### src/rtl/frequency_result_sequencer.sv
// Run controller for the frequency analyzer bank: clear -> run -> snapshot -> register
// write-back -> irq. Sole writer of the AXI slave register file.
module frequency_result_sequencer #(
  parameter int unsigned NUMBER_OF_RESULTS = 6,
  parameter int unsigned FIRST_REGISTER    = 1,
  parameter int unsigned CLEAR_CYCLES      = 4,
  parameter int unsigned MAX_RUN_CYCLES    = 100000000
) (
  input  logic                           s00_axi_aclk,
  input  logic                           s00_axi_areset,
  input  logic                           start,
  input  logic                           stop,
  input  logic [32*NUMBER_OF_RESULTS-1:0] results,
  output logic                           analyzer_enable,
  output logic                           analyzer_clear_n,
  output logic [1:0]                     register_operation,
  output logic [7:0]                     register_number,
  output logic [31:0]                    register_write,
  output logic                           busy,
  output logic                           irq
);

  localparam logic [2:0] S_IDLE   = 3'd0;
  localparam logic [2:0] S_CLEAR  = 3'd1;
  localparam logic [2:0] S_RUN    = 3'd2;
  localparam logic [2:0] S_SNAP   = 3'd3;
  localparam logic [2:0] S_WRITE  = 3'd4;
  localparam logic [2:0] S_GAP    = 3'd5;
  localparam logic [2:0] S_STATUS = 3'd6;
  localparam logic [2:0] S_DONE   = 3'd7;

  localparam logic [7:0]  LP_FIRST_REG  = 8'(FIRST_REGISTER);
  localparam logic [7:0]  LP_STATUS_REG = 8'(FIRST_REGISTER + NUMBER_OF_RESULTS);
  localparam logic [4:0]  LP_LAST_INDEX = 5'(NUMBER_OF_RESULTS - 1);
  localparam logic [31:0] LP_CLEAR_LAST = 32'(CLEAR_CYCLES - 1);
  localparam logic [31:0] LP_RUN_LAST   = 32'(MAX_RUN_CYCLES - 1);

  logic [2:0]                      r_state;
  logic [2:0]                      w_next_state;
  logic [31:0]                     r_clr_cnt;
  logic [31:0]                     r_run_cnt;
  logic                            r_timeout;
  logic [4:0]                      r_index;
  logic [32*NUMBER_OF_RESULTS-1:0] r_buf;
  logic                            w_timeout_hit;

  always_comb begin
    w_timeout_hit = (MAX_RUN_CYCLES != 0) && (r_run_cnt == LP_RUN_LAST);
    w_next_state  = r_state;
    case (r_state)
      S_IDLE:   if (start) w_next_state = S_CLEAR;
      S_CLEAR:  if (r_clr_cnt == LP_CLEAR_LAST) w_next_state = S_RUN;
      S_RUN:    if (stop || w_timeout_hit) w_next_state = S_SNAP;
      S_SNAP:   w_next_state = S_WRITE;
      S_WRITE:  w_next_state = S_GAP;
      S_GAP:    w_next_state = (r_index == LP_LAST_INDEX) ? S_STATUS : S_WRITE;
      S_STATUS: w_next_state = S_DONE;
      default:  w_next_state = S_IDLE;
    endcase
  end

  // Outputs are registered from the next state so they line up with the state register.
  always_ff @(posedge s00_axi_aclk) begin
    if (s00_axi_areset) begin
      r_state            <= S_IDLE;
      r_clr_cnt          <= '0;
      r_run_cnt          <= '0;
      r_timeout          <= 1'b0;
      r_index            <= '0;
      r_buf              <= '0;
      analyzer_enable    <= 1'b0;
      analyzer_clear_n   <= 1'b1;
      register_operation <= 2'd0;
      register_number    <= '0;
      register_write     <= '0;
      busy               <= 1'b0;
      irq                <= 1'b0;
    end else begin
      r_state            <= w_next_state;
      analyzer_enable    <= (w_next_state == S_RUN);
      analyzer_clear_n   <= (w_next_state != S_CLEAR);
      busy               <= (w_next_state != S_IDLE);
      irq                <= (w_next_state == S_DONE);
      register_operation <= ((w_next_state == S_WRITE) || (w_next_state == S_STATUS)) ? 2'd2 : 2'd0;
      case (r_state)
        S_IDLE: begin
          if (start) begin
            r_clr_cnt <= '0;
            r_run_cnt <= '0;
            r_timeout <= 1'b0;
          end
        end
        S_CLEAR: r_clr_cnt <= r_clr_cnt + 32'd1;
        S_RUN: begin
          if (r_run_cnt != '1) r_run_cnt <= r_run_cnt + 32'd1;
          if (!stop && w_timeout_hit) r_timeout <= 1'b1;
        end
        S_SNAP: begin
          r_buf           <= results;
          r_index         <= '0;
          register_number <= LP_FIRST_REG;
          register_write  <= results[31:0];
        end
        // The snapshot is consumed as a shift register so the next word is always at [31:0].
        S_WRITE: r_buf <= r_buf >> 32;
        S_GAP: begin
          if (r_index != LP_LAST_INDEX) begin
            r_index         <= r_index + 5'd1;
            register_number <= register_number + 8'd1;
            register_write  <= r_buf[31:0];
          end else begin
            register_number <= LP_STATUS_REG;
            register_write  <= {r_timeout, r_run_cnt[30:0]};
          end
        end
        default: ;
      endcase
    end
  end

endmodule

### config.mk
export PLATFORM = sky130hd
export DESIGN_NAME = frequency_result_sequencer
export DESIGN_NICKNAME = d
export VERILOG_FILES = /design/src/rtl/frequency_result_sequencer.sv
export SDC_FILE = /design/constraint.sdc
export NUM_CORES = 1
export LEC_CHECK = 0
export BUFFER_PORTS_ARGS = -buffer_cell sky130_fd_sc_hd__buf_2
export CAP_MARGIN = 10
export CORE_MARGIN = 1.5
export CORE_UTILIZATION = 35
export DETAILED_ROUTE_END_ITERATION = 8
export PLACE_DENSITY = 0.55
export SETUP_SLACK_MARGIN = 0.1
export SYNTH_ARGS = -nofsm -noshare
export SYNTH_HDL_FRONTEND = slang
export SYNTH_SLANG_ARGS = --single-unit
### constraint.sdc
create_clock -name s00_axi_aclk -period 2.7 [get_ports s00_axi_aclk]
set_clock_uncertainty 0.05 [all_clocks]
set_input_delay 0.27 -clock s00_axi_aclk [delete_from_list [all_inputs] [get_ports s00_axi_aclk]]
set_output_delay 0.27 -clock s00_axi_aclk [all_outputs]
set_load 0.05 [all_outputs]
==> summary.md <==
| Metric | Value |
|---|---|
| Status | completed |
| Yosys warns | 0 |
| Slew HR | 44.4% |
| 1st-pass router iterations | 7 |
| Sequential share of power | 47.5% |
| Vias in the first global route | between 10000 and 15000 |
| Avg Cell Area, Syn | about 8.5 um^2 |
| Largest cells by area after synthesis | dfxtp_1, nor2_1, o22ai_1 |
| Core box area | 36800 um^2 |
| Cts repair resizes | 0 |
| Initial Utilization | about 36% |
| Peak supply drop | just under 0.5 mV |
| Initial DRC Count | 775 |
| Sw frac | a little under a quarter |
| Fmax | roughly 0.42 GHz |
| Max Buffers Root-to-Sink | 3 |
| Overflow after GRT | 0 |
| Yosys top cell area share | between 40 and 50% |
| Leakage power | just over 6 nW |
| Clock-pin slew on the worst setup and hold paths | roughly 0.060 ns |
| PD cells | 591 nW/um^2 |
| EDFF count, synth | 0 |
| Hold Vio Cnt, Final | 0 |
| Largest net degree at the start of global routing | between 150 and 200 |
| CTS Buf Count | 37 |
| Max Cap Viol | 0 |
| Compound-gate portion of the synthesized area | around 20% |
| Layout cells sized above 1 | between 20 and 25% |
| Placed Cells | between 2000 and 2500 |
| Final non-filler cell total | around 2300 |
| Synthesized cell area | about 13000 um^2 |
| CP max FO | 7 |
| Tightest Hold Check Type | in2reg |
| Simple-gate share of the synthesized area | between 20% and 30% |
| Clock network power share | just under 50% |
| Post-Syn Nets | 1745 |
| Least-Margin Pin Slew | around 0.83 ns |
| Most frequent cells after synthesis | dfxtp_1, nor2_1, nor3_1 |
| CTS tree | yes |
| RSZ-0062 raised after global routing | false |
| Worst skew pair latency | around 0.54 ns |
| CP Launch Type | register |
| Die H | 197 um |
| Average vias per placed instance | approximately 5.5 |
| Crit end category | register |
| Int Power | 7.50 mW |
| Antenna Nets Post-Route | 0 |
| CP Class | reg2reg |
| Count leader, synth | dfxtp_1 |
| Final HPWL DP | roughly 27 mm |
| Syn Inst Count | approximately 1500 |
| DRC Markers | 0 |
| Async SR Flop Fraction | 0% |
| IO Port Bufs | 240 |
| Root buffer cell | clkbuf_16 |
| Combinational fraction of design power | between 4 and 5% |
| IO Pins | roughly 240 |
| Final min period | 2.36 ns |
| H-tree depth | 2 |
| Post-synthesis adder-cell area fraction | less than 1% |
| Total power | about 9.7 mW |
| Distinct cells, synth | between 60 and 70 |
| Tcrit/Tclk final | 87.2% |
| Post-synthesis sequential area ratio | approximately 47% |
| Via Count | 12400 |
| RePlAce Congestion | 0.822 |
| Multiplexer share of the synthesized area | 3.87% |
| Crit path required time | between 3 and 4 ns |
| Die area | just under 40000 um^2 |
| Largest family of logic cells by synthesized area | simple AND/OR/NAND/NOR gates |
| Yosys top cell by area | dfxtp_1 |
| Hold WS | ~0.023 ns |
| Setup-failing EPs final | 0 |
| First-pass GRT wire length | 64.5 mm |
| Final net count | 1972 |
| NetSw | ~2.2 mW |
| Post-synthesis xor/xnor area fraction | less than 1% |
| Setup tns final | 0 ns |
| Seq cells post-synth | 310 |
| Max-slew violations | 0 |
| Syn-to-layout area delta | 24.7% |
| CTS Sinks | 310 |
| Total Wirelength | a little over 40 mm |
| GR Util All Layers | between 20% and 30% |
| Crit path DAT | about 2.7 ns |
| Die width | roughly 200 um |
| FP Rows | 70 |
| Main synth FF type | dfxtp_1 |
| Initial antenna violation count | 17 |
| Routed len/inst | about 18 um |
metrics by stage:
step	util [%]	cell area, um^2	worst slack (ns)
floorplan	-	13100	0.610
global placement	40.5	14900	0.440
detailed placement	40.5	14900	0.384
CTS	44.5	16400	0.367
global route	44.5	16400	0.194
finish	44.5	16400	0.344
logic make-up after synthesis:
logic type      Yosys count
mux                      49
compound gates          399
fa+ha+maj                 5
flops                   310
simple gates            640
buf+inv                 138
other cells               1
xor+xnor                  2
registers in the layout, summed over array words and instances (netlist names):
register            cells
busy                    1
analyzer_clear_n        1
r_timeout               1
irq                     1
register_write         32
register_operation      1
r_state                 3
r_buf                 192
r_run_cnt              32
r_clr_cnt              32
analyzer_enable         1
r_index                 5
register_number         8
placed cells by master (no fill, tap or decap), types with 10 or more instances in the layout:
cell / count
a211oi_1: 97
a21oi_1: 71
a22oi_1: 34
and2_1: 38
and3_1: 11
buf_12: 10
buf_2: 239
buf_4: 35
clkbuf_1: 10
clkbuf_16: 37
dfxtp_1: 310
dlygate4sd3_1: 33
mux2_2: 14
mux2i_1: 35
nand2_1: 53
nand3_1: 37
nand4_1: 29
nor2_1: 241
nor3_1: 139
nor4_1: 14
o211ai_1: 14
o21ai_0: 11
o21ai_1: 12
o22ai_1: 128
or3_1: 18
or4_1: 19
power by group through the flow:
stage	Combinational [mW]	Sequential, mW	Clock [mW]
after floorplan	0.132	4.70	0
after global placement	0.359	4.70	0
after detailed placement	0.361	4.70	0
after CTS	0.400	4.59	4.81
after global routing	0.434	4.59	5.01
final	0.399	4.60	4.68
final timing paths:
path | start | endpoint | slack (ns) | cells past startpoint
min | results[34] | r_buf[34] | 0.02 | 3
max reg2reg | r_run_cnt[0] | analyzer_clear_n | 0.34 | 6
max | r_run_cnt[0] | analyzer_clear_n | 0.34 | 6
min reg2reg | r_buf[49] | r_buf[49] | 0.44 | 2
worst max-delay path: stages (launching register included):
cell and delay, ns:
dfxtp_1 0.45, ha_1 0.28, nand2_1 0.09, or3_1 0.37
or4_1 0.57, o211a_2 0.19, a211o_1 0.24
routing by layer:
layer  GRT usage (%)  wire length (um)
met1            28.7             18800
met3            5.92              3000
met2            31.3             17600
met4            5.17               801
met5               0               101
cell type report:
| cell class | instances | area, um^2 |
|---|---|---|
| sequential | 310 | 6210 |
| multi-input combinational | 1096 | 6400 |
| timing repair buffer | 318 | 2000 |
| clock buffer | 54 | 1060 |
| antenna | 8 | 20.0 |
| clock inverter | 9 | 67.6 |
| tap | 468 | 586 |
| inverter | 8 | 30.0 |
| fill | 3746 | 20400 |
repair_timing:
action	CTS	global route
hold endpoints to repair	33	0
setup buffers	0	0
hold buffers	33	0
Note: power is estimated with default switching activity, not from simulation.
